[src/rtl/pipeline_hazard_controller_if.sv]
// ----------------------------------------------------------------------------
// pipeline_hazard_controller_if
//
// Purpose
//   Bundles every pipeline-side signal exchanged with the hazard controller:
//   the register-address/control taps from Decode, EX, EX_MEM and MEM_WB, the
//   branch and data-memory handshake, and the stall/flush/forward controls
//   returned to the datapath.
//
// Modports
//   master : the pipeline datapath. It drives the stage taps and the memory
//            handshake, and receives the controls and status.
//   slave  : the hazard controller. It receives the taps and drives the
//            controls and status.
//
// Parameters
//   RA_W  : register-address width
//   CNT_W : width of the performance counters
// ----------------------------------------------------------------------------
interface pipeline_hazard_controller_if #(
    parameter int RA_W  = 3,
    parameter int CNT_W = 16
);
    // Pipeline taps and handshake (datapath -> controller)
    logic [RA_W-1:0]  id_rs;
    logic [RA_W-1:0]  id_rt;
    logic             id_uses_rt;
    logic             ex_mem_read;
    logic [RA_W-1:0]  ex_dest;
    logic [RA_W-1:0]  ex_rs;
    logic [RA_W-1:0]  ex_rt;
    logic             mem_reg_write;
    logic [RA_W-1:0]  mem_dest;
    logic             wb_reg_write;
    logic [RA_W-1:0]  wb_dest;
    logic             branch_taken;
    logic             dmem_req;
    logic             dmem_ready;

    // Controls and status (controller -> datapath)
    logic             pc_write;
    logic             if_id_write;
    logic             if_id_flush;
    logic             id_ex_bubble;
    logic             ex_mem_flush;
    logic             pipe_hold;
    logic [1:0]       fwd_a;
    logic [1:0]       fwd_b;
    logic [1:0]       ctl_state;
    logic             mem_error;
    logic [CNT_W-1:0] stall_count;
    logic [CNT_W-1:0] flush_count;

    modport master (
        output id_rs, id_rt, id_uses_rt, ex_mem_read, ex_dest, ex_rs, ex_rt,
               mem_reg_write, mem_dest, wb_reg_write, wb_dest,
               branch_taken, dmem_req, dmem_ready,
        input  pc_write, if_id_write, if_id_flush, id_ex_bubble, ex_mem_flush,
               pipe_hold, fwd_a, fwd_b, ctl_state, mem_error,
               stall_count, flush_count
    );

    modport slave (
        input  id_rs, id_rt, id_uses_rt, ex_mem_read, ex_dest, ex_rs, ex_rt,
               mem_reg_write, mem_dest, wb_reg_write, wb_dest,
               branch_taken, dmem_req, dmem_ready,
        output pc_write, if_id_write, if_id_flush, id_ex_bubble, ex_mem_flush,
               pipe_hold, fwd_a, fwd_b, ctl_state, mem_error,
               stall_count, flush_count
    );
endinterface

[src/rtl/pipeline_hazard_controller.sv]
// ----------------------------------------------------------------------------
// pipeline_hazard_controller
//
// Purpose
//   Central stall/flush/forward sequencer for the 16-bit 5-stage pipeline.
//   It detects load-use hazards, flushes the front end on taken branches,
//   freezes the pipeline while data memory is busy, and traps a data-memory
//   access that never completes. It also drives the ALU forwarding selects and
//   keeps saturating stall and flush counters.
//
// Ports
//   clk : system clock; all state changes on the rising edge
//   rst : synchronous active-high reset
//   hz  : pipeline_hazard_controller_if.slave
//         inputs  : id_rs/id_rt/id_uses_rt (Decode), ex_mem_read/ex_dest/
//                   ex_rs/ex_rt (EX), mem_reg_write/mem_dest (EX_MEM),
//                   wb_reg_write/wb_dest (MEM_WB), branch_taken,
//                   dmem_req/dmem_ready
//         outputs : pc_write, if_id_write, if_id_flush, id_ex_bubble,
//                   ex_mem_flush, pipe_hold (combinational, same cycle),
//                   fwd_a/fwd_b (00 regfile, 10 EX_MEM, 01 MEM_WB),
//                   ctl_state (00 RUN, 01 MEM_WAIT, 10 ERROR), mem_error,
//                   stall_count, flush_count (registered)
//
// Parameters
//   RA_W        : register-address width (R0 is hardwired zero)
//   CNT_W       : width of stall_count / flush_count
//   MEM_TIMEOUT : number of MEM_WAIT cycles tolerated before mem_error
// ----------------------------------------------------------------------------
module pipeline_hazard_controller #(
    parameter int RA_W        = 3,
    parameter int CNT_W       = 16,
    parameter int MEM_TIMEOUT = 64
) (
    input logic                         clk,
    input logic                         rst,
    pipeline_hazard_controller_if.slave hz
);

    localparam int WAIT_W = $clog2(MEM_TIMEOUT + 1);
    localparam logic [WAIT_W-1:0] TIMEOUT_V = WAIT_W'(MEM_TIMEOUT);

    typedef enum logic [1:0] {
        ST_RUN      = 2'b00,
        ST_MEM_WAIT = 2'b01,
        ST_ERROR    = 2'b10
    } state_e;

    // Each cycle resolves to exactly one pipeline action. The action is then
    // decoded into the individual enables, so priority lives in one place.
    typedef enum logic [1:0] {
        ACT_RUN,     // normal advance
        ACT_BUBBLE,  // load-use: hold PC/IF_ID, insert one bubble
        ACT_FLUSH,   // taken branch: squash the three younger stages
        ACT_HOLD     // memory busy or error: freeze everything
    } action_e;

    // Internal copies of the taps at the module's own widths
    logic [RA_W-1:0] id_rs, id_rt, ex_dest, ex_rs, ex_rt, mem_dest, wb_dest;

    assign id_rs    = hz.id_rs;
    assign id_rt    = hz.id_rt;
    assign ex_dest  = hz.ex_dest;
    assign ex_rs    = hz.ex_rs;
    assign ex_rt    = hz.ex_rt;
    assign mem_dest = hz.mem_dest;
    assign wb_dest  = hz.wb_dest;

    // State
    state_e             state_q, state_d;
    logic [WAIT_W-1:0]  wait_cnt_q, wait_cnt_d;
    logic               br_pending_q, br_pending_d;
    logic               mem_error_q, mem_error_d;
    logic [CNT_W-1:0]   stall_count_q, flush_count_q;

    action_e            action;
    logic               load_use;
    logic               mem_busy;

    logic               pc_write, if_id_write, if_id_flush;
    logic               id_ex_bubble, ex_mem_flush, pipe_hold;
    logic [1:0]         fwd_a, fwd_b;

    // Loads into R0 never create a dependency.
    assign load_use = hz.ex_mem_read && (ex_dest != '0) &&
                      ((ex_dest == id_rs) || (hz.id_uses_rt && (ex_dest == id_rt)));

    assign mem_busy = hz.dmem_req && !hz.dmem_ready;

    // ------------------------------------------------------------------------
    // Sequencer: picks this cycle's action and the next state
    // ------------------------------------------------------------------------
    always_comb begin
        // NOTE: every variable gets a default before the case so no path can
        // leave it unassigned, which would otherwise infer a latch.
        action       = ACT_RUN;
        state_d      = state_q;
        wait_cnt_d   = wait_cnt_q;
        br_pending_d = br_pending_q;
        mem_error_d  = mem_error_q;

        unique case (state_q)
            ST_RUN: begin
                if (mem_busy) begin
                    action       = ACT_HOLD;
                    state_d      = ST_MEM_WAIT;
                    wait_cnt_d   = WAIT_W'(1);
                    br_pending_d = hz.branch_taken;
                end else if (hz.branch_taken) begin
                    action = ACT_FLUSH;
                end else if (load_use) begin
                    action = ACT_BUBBLE;
                end
            end

            ST_MEM_WAIT: begin
                if (hz.dmem_ready) begin
                    // Release cycle: a branch that resolved while frozen is
                    // applied now, ahead of any load-use stall.
                    if (br_pending_q || hz.branch_taken) begin
                        action = ACT_FLUSH;
                    end else if (load_use) begin
                        action = ACT_BUBBLE;
                    end
                    state_d      = ST_RUN;
                    wait_cnt_d   = '0;
                    br_pending_d = 1'b0;
                end else begin
                    action       = ACT_HOLD;
                    br_pending_d = br_pending_q || hz.branch_taken;
                    if (wait_cnt_q == TIMEOUT_V) begin
                        mem_error_d = 1'b1;
                        state_d     = ST_ERROR;
                    end else begin
                        wait_cnt_d = wait_cnt_q + WAIT_W'(1);
                    end
                end
            end

            ST_ERROR: begin
                action = ACT_HOLD;
            end

            default: begin
                action  = ACT_HOLD;
                state_d = ST_RUN;
            end
        endcase
    end

    // ------------------------------------------------------------------------
    // Action decode; everything is forced quiet while reset is asserted
    // ------------------------------------------------------------------------
    always_comb begin
        pc_write     = 1'b0;
        if_id_write  = 1'b0;
        if_id_flush  = 1'b0;
        id_ex_bubble = 1'b0;
        ex_mem_flush = 1'b0;
        pipe_hold    = 1'b0;

        if (!rst) begin
            unique case (action)
                ACT_RUN: begin
                    pc_write    = 1'b1;
                    if_id_write = 1'b1;
                end
                ACT_BUBBLE: begin
                    id_ex_bubble = 1'b1;
                end
                ACT_FLUSH: begin
                    // IF_ID still loads; the flush zeroes what it captures.
                    pc_write     = 1'b1;
                    if_id_write  = 1'b1;
                    if_id_flush  = 1'b1;
                    id_ex_bubble = 1'b1;
                    ex_mem_flush = 1'b1;
                end
                ACT_HOLD: begin
                    pipe_hold = 1'b1;
                end
                default: begin
                    pipe_hold = 1'b1;
                end
            endcase
        end
    end

    // ------------------------------------------------------------------------
    // Forwarding: the younger producer (EX_MEM) wins over MEM_WB
    // ------------------------------------------------------------------------
    function automatic logic [1:0] fwd_sel(input logic [RA_W-1:0] src);
        if (hz.mem_reg_write && (mem_dest != '0) && (mem_dest == src)) begin
            return 2'b10;
        end else if (hz.wb_reg_write && (wb_dest != '0) && (wb_dest == src)) begin
            return 2'b01;
        end
        return 2'b00;
    endfunction

    assign fwd_a = rst ? 2'b00 : fwd_sel(ex_rs);
    assign fwd_b = rst ? 2'b00 : fwd_sel(ex_rt);

    // ------------------------------------------------------------------------
    // Registered state and saturating counters
    // ------------------------------------------------------------------------
    always_ff @(posedge clk) begin
        // NOTE: non-blocking assignments here so every register samples the
        // pre-edge values, independent of statement order.
        if (rst) begin
            state_q       <= ST_RUN;
            wait_cnt_q    <= '0;
            br_pending_q  <= 1'b0;
            mem_error_q   <= 1'b0;
            stall_count_q <= '0;
            flush_count_q <= '0;
        end else begin
            state_q      <= state_d;
            wait_cnt_q   <= wait_cnt_d;
            br_pending_q <= br_pending_d;
            mem_error_q  <= mem_error_d;

            if ((state_q != ST_ERROR) && !pc_write && (stall_count_q != '1)) begin
                stall_count_q <= stall_count_q + CNT_W'(1);
            end
            if ((action == ACT_FLUSH) && (flush_count_q != '1)) begin
                flush_count_q <= flush_count_q + CNT_W'(1);
            end
        end
    end

    // ------------------------------------------------------------------------
    // Interface outputs
    // ------------------------------------------------------------------------
    assign hz.pc_write     = pc_write;
    assign hz.if_id_write  = if_id_write;
    assign hz.if_id_flush  = if_id_flush;
    assign hz.id_ex_bubble = id_ex_bubble;
    assign hz.ex_mem_flush = ex_mem_flush;
    assign hz.pipe_hold    = pipe_hold;
    assign hz.fwd_a        = fwd_a;
    assign hz.fwd_b        = fwd_b;
    assign hz.ctl_state    = state_q;
    assign hz.mem_error    = mem_error_q;
    assign hz.stall_count  = stall_count_q;
    assign hz.flush_count  = flush_count_q;

endmodule
[src/flat_wrapper.sv]
// flat-port wrapper written by rule: the top's interface ports become plain ports
module pipeline_hazard_controller_flat 
#(
    parameter int RA_W        = 3,
    parameter int CNT_W       = 16,
    parameter int MEM_TIMEOUT = 64
)
  (clk, rst, hz_id_rs, hz_id_rt, hz_id_uses_rt, hz_ex_mem_read, hz_ex_dest, hz_ex_rs, hz_ex_rt, hz_mem_reg_write, hz_mem_dest, hz_wb_reg_write, hz_wb_dest, hz_branch_taken, hz_dmem_req, hz_dmem_ready, hz_pc_write, hz_if_id_write, hz_if_id_flush, hz_id_ex_bubble, hz_ex_mem_flush, hz_pipe_hold, hz_fwd_a, hz_fwd_b, hz_ctl_state, hz_mem_error, hz_stall_count, hz_flush_count);
  pipeline_hazard_controller_if #(.RA_W(RA_W), .CNT_W(CNT_W)) hz_i ();
  input logic clk;
  input logic rst;
  input wire logic [$bits(hz_i.id_rs)-1:0] hz_id_rs;
  input wire logic [$bits(hz_i.id_rt)-1:0] hz_id_rt;
  input wire logic [$bits(hz_i.id_uses_rt)-1:0] hz_id_uses_rt;
  input wire logic [$bits(hz_i.ex_mem_read)-1:0] hz_ex_mem_read;
  input wire logic [$bits(hz_i.ex_dest)-1:0] hz_ex_dest;
  input wire logic [$bits(hz_i.ex_rs)-1:0] hz_ex_rs;
  input wire logic [$bits(hz_i.ex_rt)-1:0] hz_ex_rt;
  input wire logic [$bits(hz_i.mem_reg_write)-1:0] hz_mem_reg_write;
  input wire logic [$bits(hz_i.mem_dest)-1:0] hz_mem_dest;
  input wire logic [$bits(hz_i.wb_reg_write)-1:0] hz_wb_reg_write;
  input wire logic [$bits(hz_i.wb_dest)-1:0] hz_wb_dest;
  input wire logic [$bits(hz_i.branch_taken)-1:0] hz_branch_taken;
  input wire logic [$bits(hz_i.dmem_req)-1:0] hz_dmem_req;
  input wire logic [$bits(hz_i.dmem_ready)-1:0] hz_dmem_ready;
  output wire logic [$bits(hz_i.pc_write)-1:0] hz_pc_write;
  output wire logic [$bits(hz_i.if_id_write)-1:0] hz_if_id_write;
  output wire logic [$bits(hz_i.if_id_flush)-1:0] hz_if_id_flush;
  output wire logic [$bits(hz_i.id_ex_bubble)-1:0] hz_id_ex_bubble;
  output wire logic [$bits(hz_i.ex_mem_flush)-1:0] hz_ex_mem_flush;
  output wire logic [$bits(hz_i.pipe_hold)-1:0] hz_pipe_hold;
  output wire logic [$bits(hz_i.fwd_a)-1:0] hz_fwd_a;
  output wire logic [$bits(hz_i.fwd_b)-1:0] hz_fwd_b;
  output wire logic [$bits(hz_i.ctl_state)-1:0] hz_ctl_state;
  output wire logic [$bits(hz_i.mem_error)-1:0] hz_mem_error;
  output wire logic [$bits(hz_i.stall_count)-1:0] hz_stall_count;
  output wire logic [$bits(hz_i.flush_count)-1:0] hz_flush_count;
  assign hz_i.id_rs = hz_id_rs;
  assign hz_i.id_rt = hz_id_rt;
  assign hz_i.id_uses_rt = hz_id_uses_rt;
  assign hz_i.ex_mem_read = hz_ex_mem_read;
  assign hz_i.ex_dest = hz_ex_dest;
  assign hz_i.ex_rs = hz_ex_rs;
  assign hz_i.ex_rt = hz_ex_rt;
  assign hz_i.mem_reg_write = hz_mem_reg_write;
  assign hz_i.mem_dest = hz_mem_dest;
  assign hz_i.wb_reg_write = hz_wb_reg_write;
  assign hz_i.wb_dest = hz_wb_dest;
  assign hz_i.branch_taken = hz_branch_taken;
  assign hz_i.dmem_req = hz_dmem_req;
  assign hz_i.dmem_ready = hz_dmem_ready;
  assign hz_pc_write = hz_i.pc_write;
  assign hz_if_id_write = hz_i.if_id_write;
  assign hz_if_id_flush = hz_i.if_id_flush;
  assign hz_id_ex_bubble = hz_i.id_ex_bubble;
  assign hz_ex_mem_flush = hz_i.ex_mem_flush;
  assign hz_pipe_hold = hz_i.pipe_hold;
  assign hz_fwd_a = hz_i.fwd_a;
  assign hz_fwd_b = hz_i.fwd_b;
  assign hz_ctl_state = hz_i.ctl_state;
  assign hz_mem_error = hz_i.mem_error;
  assign hz_stall_count = hz_i.stall_count;
  assign hz_flush_count = hz_i.flush_count;
  pipeline_hazard_controller #(.RA_W(RA_W), .CNT_W(CNT_W), .MEM_TIMEOUT(MEM_TIMEOUT)) u_core (.clk(clk), .rst(rst), .hz(hz_i));
endmodule
[config.mk]
export PLATFORM = sky130hd
export DESIGN_NAME = pipeline_hazard_controller_flat
export DESIGN_NICKNAME = d
export VERILOG_FILES = /design/src/rtl/pipeline_hazard_controller_if.sv /design/src/rtl/pipeline_hazard_controller.sv /design/src/flat_wrapper.sv
export SDC_FILE = /design/constraint.sdc
export NUM_CORES = 1
export LEC_CHECK = 0
export ABC_AREA = 1
export CAP_MARGIN = 20
export CORE_ASPECT_RATIO = 2
export CORE_MARGIN = 3
export CORE_UTILIZATION = 54
export DETAILED_ROUTE_END_ITERATION = 6
export PLACE_DENSITY = 0.95
export SETUP_SLACK_MARGIN = 0.2
export SYNTH_ARGS = -nofsm -noshare
export SYNTH_HDL_FRONTEND = slang
export SYNTH_SLANG_ARGS = --single-unit
[constraint.sdc]
create_clock -name clk -period 3.2 [get_ports clk]
set_input_delay 0.48 -clock clk [delete_from_list [all_inputs] [get_ports clk]]
set_output_delay 0.48 -clock clk [all_outputs]
set_load 0.005 [all_outputs]
==> impl_metrics.env, run 1 <==
export IMPL_fin_area_sq_um=3810
export IMPL_start_util=0.565
export IMPL_hpwl_microns=6300
export IMPL_rsz0062_at_grt="no"
export IMPL_setup_ws_ns=0.394
export IMPL_grt_pass1_wl_microns=13500
export IMPL_relSlewSlack=0.535
export IMPL_grt_util_all_layers=0.258
export IMPL_peakVddDrop_mv=0.366
export IMPL_setup_violations=0
export IMPL_clk_pin_slew_ns=0.08
export IMPL_core_area_sq_um=5230
export IMPL_synth_cell_type_count=39
export IMPL_synth_simple_area_share=0.368
export IMPL_critPathSlowestCell="clkdlybuf4s50_1"
export IMPL_synth_edff_count=0
export IMPL_worstSetupPathType="in2out"
export IMPL_die_w_microns=58.3
export IMPL_synth_compound_area_share=0.127
export IMPL_fp_row_count=37
export IMPL_synthFlopType="dfxtp_1"
export IMPL_synthTopCellsByCount="94 x nand2_1, 57 x inv_1, 43 x dfxtp_1"
export IMPL_outcome="finished clean"
export IMPL_cts_buffer_depth=2
export IMPL_drive_above_1_share=0.109
export IMPL_nets=539
export IMPL_cpMostUsedCell="nand2_1"
export IMPL_crit_arrival_ns=2.33
export IMPL_min_period_ns=2.81
export IMPL_max_cap_viol_count=0
export IMPL_routed_via_density=5.59
export IMPL_initialDrtViolationCount=150
export IMPL_hold_slack_ns=0.504
export IMPL_maxClockFrequency_mhz=356
export IMPL_ys_seq_elements=43
export IMPL_synth_xor_area_frac=0.0800
export IMPL_cp_max_fo=3
export IMPL_grt_pass1_vias=3201
export IMPL_slowest_delay_ns=0.53
export IMPL_final_antenna_net_count=0
export IMPL_yosysTopAreaCell="dfxtp_1"
export IMPL_layoutNonFillerInstCount=562
export IMPL_placed_cell_area_sq_um=3710
export IMPL_yosysTopAreaCellShare=0.291
export IMPL_whs_path_depth=2
export IMPL_grt_max_degree=40
export IMPL_reg2reg_setup_slack_ns=1.07
export IMPL_io_pins=75
export IMPL_clock_skew_ns=0.00712
export IMPL_die_h_microns=111
export IMPL_cts_sinks=43
export IMPL_detailedPlace_worstSlack_ns=0.261
export IMPL_dp_cells=554
export IMPL_utilization=0.728
export IMPL_min_to="u_core.hz.stall_count[13]$_SDFFE_PP0P_"
export IMPL_powerDensity_nw_per_um2=316
export IMPL_cts_buffers=5
export IMPL_place_gp_congestion=0.882
export IMPL_synth_most_common_cell="nand2_1"
export IMPL_min_delay_start="u_core.hz.stall_count[13]$_SDFFE_PP0P_"
export IMPL_tns_ns=0
export IMPL_p_leak_nw=1.52
export IMPL_area_growth_pct=28.9
export IMPL_diodes=0
export IMPL_ys_top_cells_by_area="dfxtp_1 29%, nand2_1 12%, inv_1 7.2%, nand4_1 5.9%, xor2_1 4.7%"
export IMPL_num_vias=3141
export IMPL_htree_levels=2
export IMPL_syn_nets=467
export IMPL_worstMarginPinSlew_ns=0.695
export IMPL_cts_root_buf="clkbuf_8"
export IMPL_dieArea_sq_um=6450
export IMPL_drc=0
export IMPL_r2r_start="u_core.hz.ctl_state[0]$_SDFFE_PP0P_"
export IMPL_syn_area_sq_um=2960
export IMPL_cp_required_ns=2.72
export IMPL_synthMuxAreaShare=0
export IMPL_postSynthCellCount=431
export IMPL_synth_async_reset_ratio=0
export IMPL_start_kind="input pin"
export IMPL_hold_viol=0
export IMPL_slew_viol_final=0
export IMPL_clkLatencyLatePin_ns=0.30
export IMPL_cts_tree="done"
export IMPL_antenna_found_initial=0
export IMPL_r2r_end="u_core.hz.flush_count[3]$_SDFFE_PP0P_"
export IMPL_synth_warnings=0
export IMPL_hold_class="reg2reg"
export IMPL_reg2reg_depth=15
export IMPL_syn_avg_cell_area_sq_um=6.86
export IMPL_drt_pass1_iterations=4
export IMPL_synth_seq_area_share=0.291
export IMPL_totalPowerFinal_mw=1.20
export IMPL_synth_fa_ha_area_frac=0.0254
export IMPL_synth_top_family_by_area="simple AND/OR/NAND/NOR gates"
export IMPL_fin_crit_sh=0.877
export IMPL_numPortBuffers=74
export IMPL_path_cells="clkdlybuf4s50_1 > inv_1 > nand2_1 > nand2_1 > nor2_1 > nand2_1 > nand2_1 > nand2_2 > nand2_1 > ha_1 > inv_1 > nor2_1 > clkdlybuf4s50_1"
export IMPL_grt_overflow=0
export IMPL_end_kind="output pin"
export IMPL_wl_microns=7990
export IMPL_wl_per_cell_microns=14.2
power breakdown:
part           leakage (nW)  internal [mW]  switching, mW
registers             0.348          0.550         0.0168
logic                  1.13          0.130          0.159
clock network        0.0412          0.153          0.193
worst max-delay path by stage:
stage,startpoint,cells past startpoint,slack (ns),to
floorplan,hz_ex_dest[0],13,1.22,hz_if_id_flush
global placement,hz_ex_dest[2],13,0.31,hz_id_ex_bubble
detailed placement,hz_ex_dest[2],13,0.26,hz_id_ex_bubble
CTS,hz_ex_dest[2],13,0.26,hz_id_ex_bubble
global route,hz_ex_dest[0],13,0.23,hz_pipe_hold
finish,hz_ex_dest[2],13,0.39,hz_pipe_hold
worst max-delay path: cells and delay by family:
kind                       cells  cell delay [ns]
adders and majority gates      1             0.15
buffers and inverters          4             1.16
and+or+nand+nor                8             0.55
kinds of logic after synthesis:
family,count (synthesis)
compound gates,59
fa+ha+maj,6
xor+xnor,27
buf+inv,76
flops,43
simple gates,220
flip-flops by register name, summed over array words and instances, names as in the netlist:
name	count
u_core.hz.ctl_state	2
u_core.hz.mem_error	1
u_core.br_pending_q	1
u_core.hz.flush_count	16
u_core.wait_cnt_q	7
u_core.hz.stall_count	16
repair_timing:
action / CTS / global route
hold endpoints to repair: 0 / 0
setup buffers: 0 / 0
resized for setup: 0 / 5
hold buffers: 0 / 0
endpoints found under the setup margin: 0 / 3
layout by cell type, fill, tap and decap left out, types with 12 or more instances in the layout:
cell             synthesis  layout
dfxtp_1                 43      43
xor2_1                  16      16
nand2_2                 12      12
nor3_1                  17      17
clkdlybuf4s50_1          0      69
o21ai_0                 12      12
inv_1                   57      57
nor2_1                  36      36
nand3_1                 17      17
nand2_1                 94      94
nand4_1                 28      28
a21oi_2                 13      13
a21oi_1                 23      23
per-layer routing:
layer  vias up  GRT usage  share of wire
met5         -          0              0
met4         0      0.161          0.041
met3        30     0.0398          0.042
met2       111      0.480           0.57
met1      1454      0.242           0.34
li1       1546          -              -
area by class of cell:
cell class	instances	area, sq um
multi-input cells	312	1770
fillers	405	1420
flip-flops and latches	43	861
repair buffers	77	776
inverters	64	243
clock buffers	6	72.6
well taps	58	72.6
clock inverters	2	12.5
No activity file was read; power rests on OpenSTA's default activity.
==> inputs of run 2 (changes only) <==
--- a/config.mk
+++ b/config.mk
@@ -9,9 +9,9 @@
 export CAP_MARGIN = 20
 export CORE_ASPECT_RATIO = 2
 export CORE_MARGIN = 3
-export CORE_UTILIZATION = 54
+export CORE_UTILIZATION = 50
 export DETAILED_ROUTE_END_ITERATION = 6
-export PLACE_DENSITY = 0.95
+export PLACE_DENSITY = 0.9
 export SETUP_SLACK_MARGIN = 0.2
 export SYNTH_ARGS = -nofsm -noshare
 export SYNTH_HDL_FRONTEND = slang
==> constraint.sdc (replaced) <==
create_clock -name clk -period 2.8 [get_ports clk]
set_input_delay 0.42 -clock clk [delete_from_list [all_inputs] [get_ports clk]]
set_output_delay 0.42 -clock clk [all_outputs]
set_load 0.005 [all_outputs]
==> run 2 against run 1 <==
  * Global-route usage decreased by 1.6 points
  * Cell count increased by 1.8%
  * Clock power increased by 80%
  * Via count increased by 3.0%
  * Sequential share of layout area decreased by 0.71 points
  * Clock skew decreased by 0.00053 ns
  * Register-to-register slack got worse by 0.29 ns
  * Combinational power increased by 17%
  * Count of clock-buffer cells in the layout increased by 1
  * Cell area increased by 3.3%
  * Sequential power increased by 14%
  * First-iteration DRC count decreased by 29%
  * Largest power group unchanged
  * Highest routed layer unchanged
==> impl_metrics.env, run 2 (same netlist as run 1, synthesis figures left out) <==
export IMPL_whs_path_depth=2
export IMPL_fin_area_sq_um=3930
export IMPL_die_h_microns=115
export IMPL_clock_skew_ns=0.00659
export IMPL_setup_violations=0
export IMPL_crit_buf_inv=3
export IMPL_wl_per_cell_microns=14.2
export IMPL_cts_buffer_depth=2
export IMPL_reg2reg_setup_slack_ns=0.78
export IMPL_cp_max_fo=3
export IMPL_fillers=475
export IMPL_end_kind="output pin"
export IMPL_htree_levels=2
export IMPL_slew_viol_final=0
export IMPL_min_delay_start="u_core.hz.stall_count[15]$_SDFFE_PP0P_"
export IMPL_cts_root_buf="clkbuf_16"
export IMPL_cts_buffers=5
export IMPL_min_period_ns=2.60
export IMPL_area_growth_pct=33.1
export IMPL_cts_sinks=43
export IMPL_r2r_start="u_core.hz.stall_count[1]$_SDFFE_PP0P_"
export IMPL_drt_pass1_iterations=5
export IMPL_wl_microns=8140
export IMPL_final_common_cell="nand2_1"
export IMPL_path_cells="clkdlybuf4s50_1 > o31ai_2 > inv_1 > nand4_1 > nand3_1 > nor2_1 > clkdlybuf4s50_1"
export IMPL_worstMarginPinSlew_ns=0.537
export IMPL_maxClockFrequency_mhz=385
export IMPL_peakVddDrop_mv=0.398
export IMPL_cp_required_ns=2.38
export IMPL_clkLatencyLatePin_ns=0.29
export IMPL_hold_class="reg2reg"
export IMPL_layout_common_cells="93 x nand2_1, 64 x clkdlybuf4s50_1, 56 x inv_1, 43 x dfxtp_1, 36 x nor2_1"
export IMPL_dieArea_sq_um=6930
export IMPL_relSlewSlack=0.639
export IMPL_numPortBuffers=74
export IMPL_fp_row_count=39
export IMPL_initialDrtViolationCount=107
export IMPL_drive_above_1_share=0.133
export IMPL_grt_max_degree=18
export IMPL_placed_cell_area_sq_um=3770
export IMPL_place_gp_congestion=0.892
export IMPL_start_kind="input pin"
export IMPL_grt_pass1_wl_microns=13000
export IMPL_antenna_found_initial=0
export IMPL_worstSetupPathType="in2out"
export IMPL_reg2reg_depth=9
export IMPL_core_area_sq_um=5710
export IMPL_clk_pin_slew_ns=0.06
export IMPL_crit_family="buffers and inverters"
export IMPL_p_leak_nw=1.56
export IMPL_final_antenna_net_count=0
export IMPL_grt_util_all_layers=0.242
export IMPL_powerDensity_nw_per_um2=409
export IMPL_cpMostUsedCell="clkdlybuf4s50_1"
export IMPL_hpwl_microns=6300
export IMPL_outcome="finished clean"
export IMPL_io_pins=75
export IMPL_slowest_delay_ns=0.52
export IMPL_die_w_microns=60.4
export IMPL_critPathSlowestCell="clkdlybuf4s50_1"
export IMPL_diodes=0
export IMPL_routed_via_density=5.66
export IMPL_hold_viol=0
export IMPL_cts_tree="done"
export IMPL_max_cap_viol_count=0
export IMPL_rsz0062_at_grt="yes"
export IMPL_start_util=0.518
export IMPL_num_vias=3235
export IMPL_nets=546
export IMPL_min_to="u_core.hz.stall_count[15]$_SDFFE_PP0P_"
export IMPL_layoutNonFillerInstCount=572
export IMPL_r2r_end="u_core.hz.stall_count[1]$_SDFFE_PP0P_"
export IMPL_fin_crit_sh=0.928
export IMPL_dp_cells=564
export IMPL_grt_overflow=0
export IMPL_tns_ns=0
export IMPL_drc=0
export IMPL_cts_hold_buf=0
export IMPL_grt_pass1_vias=3107
export IMPL_crit_arrival_ns=2.18
run 2: cell count changes in the layout (fill, tap and decap cells not counted), moves of 3 or more:
cell             before  now
buf_4                 3   10
dlygate4sd2_1         0    7
clkbuf_16             0    5
clkdlybuf4s50_1      69   64
clkbuf_8              5    2
dlymetal6s2s_1        5    2
run 2: worst max path at each step:
stage,from,depth (start not counted),to,slack (ns)
detailed placement,hz_ex_dest[0],13,hz_id_ex_bubble,-0.03
floorplan,u_core.hz.ctl_state[0]$_SDFFE_PP0P_,12,hz_if_id_flush,0.88
global placement,hz_ex_dest[2],13,hz_id_ex_bubble,0.05
CTS,hz_mem_dest[1],7,hz_fwd_a[0],0.17
global route,hz_mem_dest[1],7,hz_fwd_a[0],0.08
finish,hz_mem_dest[1],7,hz_fwd_a[0],0.20
run 2: through the flow:
stage	worst slack (ns)	util	power, mW	hold slack, ns
2_1_floorplan	0.883	-	0.862	0.452
3_5_place_dp	-0.0288	0.660	1.00	0.482
4_1_cts	0.165	0.687	1.61	0.494
6_report	0.202	0.689	1.61	0.497
3_3_place_gp	0.0548	0.660	0.991	0.476
5_1_grt	0.0787	0.689	1.68	0.506
run 2: power breakdown:
| group | total (mW) | switching, mW | internal, mW |
|---|---|---|---|
| clock | 0.622 | 0.242 | 0.379 |
| sequential | 0.648 | 0.0186 | 0.629 |
| combinational | 0.338 | 0.186 | 0.152 |
run 2: worst min-delay path: cells and delay by family, from the launching register on:
family,cells,cell delay (ns)
AOI/OAI and AO/OA,1,0.04
and+or+nand+nor,1,0.08
DFF,1,0.34
run 2: what timing repair did:
item                                    in CTS  in global routing
endpoints found under the hold margin        0                  0
buffers inserted                             0                  0
resized for setup                           10                  6
pin swaps                                    0                  1
endpoints found under the setup margin       5                  6
run 2: layout make-up:
class / instances / area, sq um / area share
sequential: 43 / 861 / 0.219
multi-input combinational: 312 / 1790 / 0.454
tap: 61 / 76.3 / 0.0194
timing repair buffer: 84 / 807 / 0.205
clock buffer: 7 / 153 / 0.0388
clock inverter: 1 / 7.51 / 0.00191
inverter: 64 / 243 / 0.0617
run 2: metal layers:
metal | global-route usage | wire, microns | vias up
met2 | 0.453 | 4560 | 143
met3 | 0.0393 | 497 | 43
met5 | 0 | 0 | -
met1 | 0.226 | 2670 | 1492
met4 | 0.152 | 412 | 0
li1 | - | - | 1557
==> inputs of run 3 (changes only) <==
--- a/config.mk
+++ b/config.mk
@@ -8,7 +8,7 @@
 export ABC_AREA = 1
 export CAP_MARGIN = 20
 export CORE_ASPECT_RATIO = 2
-export CORE_MARGIN = 3
+export CORE_MARGIN = 1
 export CORE_UTILIZATION = 50
 export DETAILED_ROUTE_END_ITERATION = 6
 export PLACE_DENSITY = 0.9
==> run 3 against run 2 <==
  * Combinational power barely moved
  * Cell count fell by 0.17%
  * Maximum frequency fell by 0.27%
  * Cell area fell by 0.51%
  * Sequential power barely moved
  * Sequential share of layout area rose by 0.11 points
  * Largest power group unchanged
  * Highest routed layer unchanged
==> impl_metrics.env, run 3 (same netlist as run 1, synthesis figures left out) <==
export IMPL_outcome="finished clean"
export IMPL_reg2reg_depth=15
export IMPL_grt_util_all_layers=0.251
export IMPL_cts_root_buf="clkbuf_16"
export IMPL_slew_viol_final=0
export IMPL_multiInputGateArea_sq_um=1780
export IMPL_hold_viol=0
export IMPL_hold_class="reg2reg"
export IMPL_clockPowerShare=0.366
export IMPL_layout_common_cells="94 x nand2_1, 65 x clkdlybuf4s50_1, 57 x inv_1, 43 x dfxtp_1, 36 x nor2_1"
export IMPL_relSlewSlack=0.707
export IMPL_peakVddDrop_mv=0.496
export IMPL_grt_pass1_vias=3135
export IMPL_wl_per_cell_microns=13.6
export IMPL_drc=0
export IMPL_num_vias=3168
export IMPL_maxClockFrequency_mhz=384
export IMPL_numPortBuffers=74
export IMPL_r2r_start="u_core.hz.ctl_state[0]$_SDFFE_PP0P_"
export IMPL_min_period_ns=2.61
export IMPL_fin_area_sq_um=3910
export IMPL_start_util=0.518
export IMPL_cts_hold_buf=0
export IMPL_routed_via_density=5.55
export IMPL_clkLatencyLatePin_ns=0.28
export IMPL_whs_path_depth=2
export IMPL_clk_pin_slew_ns=0.06
export IMPL_swShare=0.284
export IMPL_htree_levels=2
export IMPL_hpwl_microns=5920
export IMPL_combinationalPowerShare=0.217
export IMPL_grt_pass1_wl_microns=12900
export IMPL_cts_buffer_depth=2
export IMPL_grt_overflow=0
export IMPL_rsz0062_at_grt="yes"
export IMPL_drt_pass1_iterations=4
export IMPL_p_leak_nw=1.56
export IMPL_diodes=0
export IMPL_die_h_microns=111
export IMPL_fillers=488
export IMPL_cts_sinks=43
export IMPL_min_delay_start="u_core.hz.stall_count[15]$_SDFFE_PP0P_"
export IMPL_start_kind="input pin"
export IMPL_setup_ws_ns=0.195
export IMPL_seq_area_sq_um=861
export IMPL_nets=545
export IMPL_initialDrtViolationCount=132
export IMPL_setup_violations=0
export IMPL_crit_arrival_ns=2.19
export IMPL_worstMarginPinSlew_ns=0.436
export IMPL_hold_slack_ns=0.498
export IMPL_final_antenna_net_count=0
export IMPL_cts_tree="done"
export IMPL_clock_skew_ns=0.00436
export IMPL_cp_max_fo=3
export IMPL_wl_microns=7740
export IMPL_seqPwrFrac=0.418
export IMPL_drive_above_1_share=0.124
export IMPL_dieArea_sq_um=6240
export IMPL_die_w_microns=56.4
export IMPL_fp_row_count=39
export IMPL_io_pins=75
export IMPL_p_sw_uw=442
export IMPL_powerDensity_nw_per_um2=397
export IMPL_min_to="u_core.hz.stall_count[15]$_SDFFE_PP0P_"
export IMPL_detailedPlace_worstSlack_ns=-0.0509
export IMPL_place_gp_congestion=0.963
export IMPL_cts_buffers=5
export IMPL_max_cap_viol_count=0
export IMPL_worstSetupPathType="in2out"
export IMPL_fin_crit_sh=0.930
export IMPL_r2r_end="u_core.hz.flush_count[4]$_SDFFE_PP0P_"
export IMPL_end_kind="output pin"
export IMPL_cp_required_ns=2.38
export IMPL_placed_cell_area_sq_um=3760
export IMPL_grt_max_degree=21
export IMPL_p_int_mw=1.11
export IMPL_antenna_found_initial=0
export IMPL_core_area_sq_um=5710
export IMPL_area_growth_pct=32.4
export IMPL_final_common_cell="nand2_1"
export IMPL_reg2reg_setup_slack_ns=0.74
-- run 3: cell type report --
cell class              count  share of cell area
clock buffers               6              0.0329
clock inverters             2             0.00320
inverters                  64              0.0620
multi-input cells         312               0.456
flip-flops and latches     43               0.220
well taps                  61              0.0195
repair buffers             83               0.207
-- run 3: routing by layer --
| layer | global-route usage | vias up | wire length (microns) |
|---|---|---|---|
| met5 | 0 | - | 0 |
| met4 | 0.143 | 0 | 295 |
| met3 | 0.0420 | 31 | 352 |
| met2 | 0.482 | 112 | 4360 |
| met1 | 0.239 | 1473 | 2730 |
| li1 | - | 1552 | - |
-- run 3: worst max-delay path, cell delays in order --
cell and delay (ns):
clkdlybuf4s50_1 0.49, xor2_1 0.21, nor4_2 0.34, inv_1 0.07, nor2_1 0.14, clkdlybuf4s50_1 0.52
-- run 3: repair_timing --
item / in CTS / in global routing
resized for setup: 7 / 4
endpoints found under the setup margin: 5 / 4
pin swaps: 0 / 1
setup buffers: 0 / 0
-- run 3: how the worst max path moves through the flow --
| stage | from | to | depth (start not counted) |
|---|---|---|---|
| after floorplan | u_core.hz.ctl_state[0]$_SDFFE_PP0P_ | hz_if_id_flush | 12 |
| after global placement | hz_ex_dest[2] | hz_id_ex_bubble | 13 |
| after detailed placement | hz_ex_dest[2] | hz_id_ex_bubble | 13 |
| after CTS | hz_mem_dest[1] | hz_fwd_a[0] | 7 |
| after global routing | hz_mem_dest[0] | hz_fwd_b[1] | 6 |
| final | hz_mem_dest[0] | hz_fwd_b[1] | 6 |
-- run 3: power groups by stage --
stage	combinational, mW	clock (mW)	sequential (mW)
floorplan	0.202	0	0.660
global placement	0.330	0	0.661
detailed placement	0.340	0	0.662
CTS	0.337	0.575	0.648
global route	0.371	0.600	0.651
finish	0.336	0.568	0.648
-- run 3: through the flow --
stage                     cells  utilization  power [mW]  setup TNS (ns)
after global routing        571        0.686        1.62               0
after CTS                   571        0.683        1.56               0
after floorplan             431            -       0.862               0
final                       571        0.686        1.55               0
after global placement      563        0.659       0.990               0
after detailed placement    563        0.659        1.00         -0.0509
